File: src/rtl/ct_hpcp_pkg.sv
// Shared definitions for the HPCP event-counter slice.
// Holds the interrupt FSM encoding and the default counter geometry.
package ct_hpcp_pkg;

    localparam int unsigned CNT_WIDTH_DFLT = 48;
    localparam int unsigned INC_WIDTH_DFLT = 2;

    // 2'b11 is unused and treated as IDLE by the FSM.
    typedef enum logic [1:0] {
        IDLE     = 2'b00,
        PEND     = 2'b01,
        WAIT_CLR = 2'b10
    } int_state_e;

endpackage

File: src/rtl/ct_hpcp_evt_cnt_if.sv
// Signal bundle between a per-counter event accumulator and its surroundings:
// event inputs, CSR write path and the overflow interrupt handshake.
interface ct_hpcp_evt_cnt_if
    import ct_hpcp_pkg::*;
#(
    parameter int unsigned CNT_WIDTH = CNT_WIDTH_DFLT,
    parameter int unsigned INC_WIDTH = INC_WIDTH_DFLT
);

    logic                 cnt_en_x;
    logic [INC_WIDTH-1:0] evt_inc_x;
    logic                 cntinten_x;
    logic                 cnt_wen_x;
    logic                 ovf_wen_x;
    logic [CNT_WIDTH-1:0] hpcp_wdata_x;
    logic                 int_ack_x;
    logic [CNT_WIDTH-1:0] cnt_value_x;
    logic                 cnt_ovf_x;
    logic                 int_req_x;

    modport master (
        output cnt_en_x, evt_inc_x, cntinten_x, cnt_wen_x, ovf_wen_x, hpcp_wdata_x, int_ack_x,
        input  cnt_value_x, cnt_ovf_x, int_req_x
    );

    modport slave (
        input  cnt_en_x, evt_inc_x, cntinten_x, cnt_wen_x, ovf_wen_x, hpcp_wdata_x, int_ack_x,
        output cnt_value_x, cnt_ovf_x, int_req_x
    );

endinterface

File: src/rtl/ct_hpcp_int_fsm.sv
// Overflow interrupt request FSM: raises a request while ovf is set and enabled,
// and holds off after an ack until software clears ovf.
module ct_hpcp_int_fsm
    import ct_hpcp_pkg::*;
(
    input  logic hpcp_clk,
    input  logic cpurst_b,
    input  logic cnt_ovf,
    input  logic cntinten_x,
    input  logic int_ack_x,
    output logic int_req_x
);

    int_state_e state_q;
    int_state_e state_d;

    always_ff @(posedge hpcp_clk or negedge cpurst_b) begin
        if (!cpurst_b) begin
            state_q <= IDLE;
        end else begin
            state_q <= state_d;
        end
    end

    always_comb begin
        state_d = IDLE;
        case (state_q)
            PEND: begin
                if (int_ack_x) begin
                    state_d = WAIT_CLR;
                end else if (!cnt_ovf || !cntinten_x) begin
                    // Withdrawn; re-raised from IDLE once the enable returns.
                    state_d = IDLE;
                end else begin
                    state_d = PEND;
                end
            end
            WAIT_CLR: begin
                state_d = cnt_ovf ? WAIT_CLR : IDLE;
            end
            default: begin
                state_d = (cnt_ovf && cntinten_x) ? PEND : IDLE;
            end
        endcase
    end

    // Pure decode of the state register, so no input-to-request path exists.
    assign int_req_x = (state_q == PEND);

endmodule

File: src/rtl/ct_hpcp_evt_cnt.sv
// Per-counter HPCP event accumulator: one-cycle increment stage, wrapping counter,
// sticky overflow flag and gated overflow interrupt request.
module ct_hpcp_evt_cnt
    import ct_hpcp_pkg::*;
#(
    parameter int unsigned CNT_WIDTH = CNT_WIDTH_DFLT,
    parameter int unsigned INC_WIDTH = INC_WIDTH_DFLT
)
(
    input logic               hpcp_clk,
    input logic               cpurst_b,
    ct_hpcp_evt_cnt_if.slave  bus
);

    logic [INC_WIDTH-1:0] inc_q;
    logic [INC_WIDTH-1:0] inc_d;
    logic [CNT_WIDTH-1:0] cnt_q;
    logic [CNT_WIDTH-1:0] cnt_d;
    logic                 ovf_q;
    logic                 ovf_d;
    logic [CNT_WIDTH:0]   sum;
    logic                 carry;

    always_comb begin
        sum   = {1'b0, cnt_q} + {{(CNT_WIDTH + 1 - INC_WIDTH){1'b0}}, inc_q};
        cnt_d = sum[CNT_WIDTH-1:0];
        carry = 1'b0;
        inc_d = bus.cnt_en_x ? bus.evt_inc_x : '0;
        if (bus.cnt_wen_x) begin
            // Software write is exact: the staged increment and its carry are dropped.
            cnt_d = bus.hpcp_wdata_x;
            inc_d = '0;
        end else begin
            carry = sum[CNT_WIDTH];
        end

        ovf_d = ovf_q;
        if (carry) begin
            ovf_d = 1'b1;
        end else if (bus.ovf_wen_x) begin
            ovf_d = bus.hpcp_wdata_x[0];
        end
    end

    always_ff @(posedge hpcp_clk or negedge cpurst_b) begin
        if (!cpurst_b) begin
            inc_q <= '0;
            cnt_q <= '0;
            ovf_q <= 1'b0;
        end else begin
            inc_q <= inc_d;
            cnt_q <= cnt_d;
            ovf_q <= ovf_d;
        end
    end

    ct_hpcp_int_fsm u_int_fsm (
        .hpcp_clk   (hpcp_clk),
        .cpurst_b   (cpurst_b),
        .cnt_ovf    (ovf_q),
        .cntinten_x (bus.cntinten_x),
        .int_ack_x  (bus.int_ack_x),
        .int_req_x  (bus.int_req_x)
    );

    assign bus.cnt_value_x = cnt_q;
    assign bus.cnt_ovf_x   = ovf_q;

endmodule

File: src/flat_wrapper.sv
// flat-port wrapper written by rule: the top's interface ports become plain ports
module ct_hpcp_evt_cnt_flat import ct_hpcp_pkg::*;
#(
    parameter int unsigned CNT_WIDTH = CNT_WIDTH_DFLT,
    parameter int unsigned INC_WIDTH = INC_WIDTH_DFLT
)
  (hpcp_clk, cpurst_b, bus_cnt_en_x, bus_evt_inc_x, bus_cntinten_x, bus_cnt_wen_x, bus_ovf_wen_x, bus_hpcp_wdata_x, bus_int_ack_x, bus_cnt_value_x, bus_cnt_ovf_x, bus_int_req_x);
  ct_hpcp_evt_cnt_if #(.CNT_WIDTH(CNT_WIDTH), .INC_WIDTH(INC_WIDTH)) bus_i ();
  input logic hpcp_clk;
  input logic cpurst_b;
  input wire logic [$bits(bus_i.cnt_en_x)-1:0] bus_cnt_en_x;
  input wire logic [$bits(bus_i.evt_inc_x)-1:0] bus_evt_inc_x;
  input wire logic [$bits(bus_i.cntinten_x)-1:0] bus_cntinten_x;
  input wire logic [$bits(bus_i.cnt_wen_x)-1:0] bus_cnt_wen_x;
  input wire logic [$bits(bus_i.ovf_wen_x)-1:0] bus_ovf_wen_x;
  input wire logic [$bits(bus_i.hpcp_wdata_x)-1:0] bus_hpcp_wdata_x;
  input wire logic [$bits(bus_i.int_ack_x)-1:0] bus_int_ack_x;
  output wire logic [$bits(bus_i.cnt_value_x)-1:0] bus_cnt_value_x;
  output wire logic [$bits(bus_i.cnt_ovf_x)-1:0] bus_cnt_ovf_x;
  output wire logic [$bits(bus_i.int_req_x)-1:0] bus_int_req_x;
  assign bus_i.cnt_en_x = bus_cnt_en_x;
  assign bus_i.evt_inc_x = bus_evt_inc_x;
  assign bus_i.cntinten_x = bus_cntinten_x;
  assign bus_i.cnt_wen_x = bus_cnt_wen_x;
  assign bus_i.ovf_wen_x = bus_ovf_wen_x;
  assign bus_i.hpcp_wdata_x = bus_hpcp_wdata_x;
  assign bus_i.int_ack_x = bus_int_ack_x;
  assign bus_cnt_value_x = bus_i.cnt_value_x;
  assign bus_cnt_ovf_x = bus_i.cnt_ovf_x;
  assign bus_int_req_x = bus_i.int_req_x;
  ct_hpcp_evt_cnt #(.CNT_WIDTH(CNT_WIDTH), .INC_WIDTH(INC_WIDTH)) u_core (.hpcp_clk(hpcp_clk), .cpurst_b(cpurst_b), .bus(bus_i));
endmodule
File: config.mk
export PLATFORM = sky130hd
export DESIGN_NAME = ct_hpcp_evt_cnt_flat
export DESIGN_NICKNAME = d
export VERILOG_FILES = /design/src/rtl/ct_hpcp_pkg.sv /design/src/rtl/ct_hpcp_evt_cnt_if.sv /design/src/rtl/ct_hpcp_int_fsm.sv /design/src/rtl/ct_hpcp_evt_cnt.sv /design/src/flat_wrapper.sv
export SDC_FILE = /design/constraint.sdc
export NUM_CORES = 1
export LEC_CHECK = 0
export CORE_ASPECT_RATIO = 0.75
export CORE_MARGIN = 2
export CORE_UTILIZATION = 35
export CTS_BUF_LIST = sky130_fd_sc_hd__clkbuf_8
export CTS_CLUSTER_DIAMETER = 80
export DETAILED_ROUTE_END_ITERATION = 10
export PLACE_DENSITY_LB_ADDON = 0.05
export SKIP_CTS_REPAIR_TIMING = 1
export SYNTH_ARGS = -nofsm -noshare
export SYNTH_HDL_FRONTEND = slang
export SYNTH_HIERARCHICAL = 1
export SYNTH_SLANG_ARGS = --single-unit
File: constraint.sdc
create_clock -name hpcp_clk -period 2.5 [get_ports hpcp_clk]
set_input_delay 0.5 -clock hpcp_clk [delete_from_list [all_inputs] [get_ports hpcp_clk]]
set_output_delay 0.5 -clock hpcp_clk [all_outputs]
set_load 0.02 [all_outputs]
==> run summary <==
Cell count after synthesis = 340
Core area = 8491 µm²
Final setup violation count = 0
Layout area overhead = 44.06%
H-tree Lvls = 2
Leading cell type in the layout, fill and taps excluded = clkdlybuf4s50_1
Layout Cells excl Fill = 558
Peak Freq = 427.4 MHz
Final period util = 93.58%
Static Leak = 1.702 nW
Wire length on met1 = 4637 µm
Num Clock Sinks = 53
Pre-CTS setup slack = 150.5 ps
Wire per inst = 16.41 µm
Slew headroom = 57.58%
Critical Path Start = u_core/bus.cnt_value_x[0]
Met2 Routed Length = 3853 µm
RR Endpoint = u_core/bus.cnt_value_x[44]
Reg-to-reg slack, setup = 160 ps
Post-synthesis sequential area ratio = 43.28%
R2R cell count = 8
Max IR drop VDD = 0.2134 mV
Highest Signal Layer = met4
WL met3 = 595 µm
CTS tree = yes
Slowest cell on the critical path = fa_1
Nets = 512
WP data required = 2730 ps
Class of the most critical setup path = register to register
Internal power = 1.480 mW
Worst setup margin = 160.5 ps
CP startpoint kind = register
Via density = 5.249
Hold/Removal Path Class = input port to asynchronous set/reset pin
Switching pwr = 673.1 µW
RSZ-0062 raised after global routing = true
Initial Utilization = 36.09%
Delay-heaviest family, CP = simple AND/OR/NAND/NOR gates
Status = complete, no violations
Clock transition at path regs = 100 ps
Setup Skew = 5.299 ps
Max-Cap Viols = 0
Buf+Inv Stages, Crit Path = 1
Initial antenna violation count = 0
Worst Max-Slew Pin Slew = 636.2 ps
Row Count = 29
R2r startpoint = u_core/bus.cnt_value_x[0]
Flops & latches, synth = 53
Largest buffer count on any clock path = 2
CP Capture Type = register
Share of post-route cells with drive strength above 1 = 7.556%
Total gr overflow = 0
Worst skew pair latency = 310 ps
Final min period = 2340 ps
Setup TNS = 0 ps
Filler cell count = 819
Dpl hpwl = 6769 µm
Largest net degree at the start of global routing = 81
Final wirelength = 9157 µm
Final Hold Viols = 0
Die X = 112.0 µm
Syn avg cell area = 9.012 µm²
Total power = 2.153 mW
TritonCTS Buffers = 5
Crit path cell chain = ha_1, inv_1, fa_1, and4b_2, and4_1, nand3_2, or3_1, a31oi_1
Port bufs = 106
Die ar. = 9527 µm²
Net Count, Synth = 403
Part of the power in registers = 49.0%
Syn. warnings = 6
Core Util, Final = 51.99%
Cell Pwr Density = 487.8 nW/µm²
TritonRoute pass-1 iters = 4
Most frequent cells in the layout = clkdlybuf4s50_1 (104), dfrtp_1 (53), nand2_1 (52)
Gpl congestion = 0.8045
Chip height = 85.03 µm
ANT cells = 0
Number of antenna-violating nets in the routed design = 0
Final Max Tran Viols = 0
Worst-path maximum fanout = 5
Top-level I/O count = 107
Critical Path Max Stage Delay = 410 ps
All-layer global routing usage = 19.75%
Clock share of power = 25.1%
Combinational share of power = 25.9%
Global-route wire length before repair = 15130 µm
Synth Cell Area = 3064 µm²
# DRC = 0
Clock root cell = clkbuf_8
Vias in the first global route = 2918
Initial detailed-routing violation count = 150
Critical Path AT = 2570 ps
Distinct cells, synth = 38
Cell total after placement = 550
Routed via count = 2929
Switching Fraction = 31.26%
==> per-layer routing <==
metal  GRT usage, %  vias to the layer above
met1          29.67                     1389
met3          5.143                        6
met4          3.548                        0
met2          29.09                       95
met5              0                        -
li1               -                     1439
==> worst register-to-register path, delay by kind of cell (launching register included) <==
kind	cells	cell delay [ps]
AND/OR/NAND/NOR	4	1080
adder cells (fa/ha/maj)	2	580
flip-flops	1	380
AO/OA/AOI/OAI	1	170
buffers and inverters	1	50
==> Yosys cell counts <==
cell type	n	area, µm²
a21oi_1	2	10.01
mux2i_1	2	20.02
nand3_1	21	105.1
and3_2	1	7.510
nor2b_1	3	18.77
nand4_1	21	131.4
nor4bb_1	1	10.01
mux2_2	3	33.78
or3_2	1	7.510
o31ai_1	2	15.01
ha_1	5	62.56
clkinv_1	1	3.750
nor4b_1	1	8.760
or3_1	3	18.77
and4b_1	1	10.01
or2_2	1	6.260
a22oi_1	2	15.01
fa_1	1	20.02
nor4_1	4	25.02
and4_1	5	43.79
or4_1	2	15.01
dfrtp_1	53	1326
nand4_4	2	42.54
inv_1	7	26.28
buf_2	1	5.000
xnor2_1	15	131.4
and4_2	2	20.02
nor2_1	15	56.30
o211a_1	1	10.01
nand2_1	52	195.2
clkbuf_1	13	48.80
xor2_1	25	219.0
nor3_1	9	45.04
a31oi_1	5	31.28
nor4_4	1	21.27
and3_1	11	68.82
o21ai_0	42	210.2
and2_1	3	18.77
==> registers in the layout (all words and copies together) (netlist names) <==
register                  count
u_core/bus.cnt_ovf_x          1
u_core/bus.cnt_value_x       48
u_core/inc_q                  2
u_core/u_int_fsm/state_q      2
==> per-stage QoR <==
| step | hold WS (ps) | area (µm²) |
|---|---|---|
| 6_report | 199.3 | 4414 |
| 5_1_grt | 233.6 | 4414 |
| 4_1_cts | 222.1 | 4398 |
| 3_5_place_dp | 560.6 | 4297 |
| 3_3_place_gp | 559.3 | 4297 |
| 2_1_floorplan | 204.4 | 3064 |
==> worst max-delay path by stage <==
stage / cells after the start / slack (ps) / endpoint
floorplan: 8 / 80 / u_core/bus.cnt_value_x[36]
global placement: 9 / 230 / u_core/bus.cnt_value_x[36]
detailed placement: 9 / 150 / u_core/bus.cnt_value_x[36]
CTS: 9 / 110 / u_core/bus.cnt_value_x[36]
global route: 8 / -10 / u_core/bus.cnt_value_x[44]
finish: 8 / 160 / u_core/bus.cnt_value_x[44]
==> cell families (layout without fill, tap and decap cells) <==
kind of cell / after synthesis / in the layout / synth area share, %
AND/OR/NAND/NOR: 160 / 160 / 28.58
AO/OA/AOI/OAI: 54 / 54 / 9.514
flip-flops: 53 / 53 / 43.28
XOR/XNOR: 40 / 40 / 11.43
buffers and inverters: 22 / 132 / 2.736
adder cells (fa/ha/maj): 6 / 6 / 2.695
multiplexers: 5 / 5 / 1.756
==> power groups by stage <==
stage	Combinational (mW)	Sequential [mW]	Clock [mW]
6_report	0.557	1.06	0.540
3_3_place_gp	0.556	1.07	0
4_1_cts	0.564	1.06	0.560
5_1_grt	0.605	1.07	0.597
2_1_floorplan	0.160	1.13	0
3_5_place_dp	0.560	1.07	0
==> final cells by class <==
type | instances | area [µm²] | share of cell area [%]
clock buffers | 7 | 96.34 | 2.183
clock inverters | 1 | 5.005 | 0.1134
inverters | 8 | 30.03 | 0.6803
multi-input cells | 265 | 1667 | 37.76
flip-flops and latches | 53 | 1326 | 30.05
well taps | 108 | 135.1 | 3.061
repair buffers | 116 | 1155 | 26.16
No activity file was read; power rests on OpenSTA's default activity.
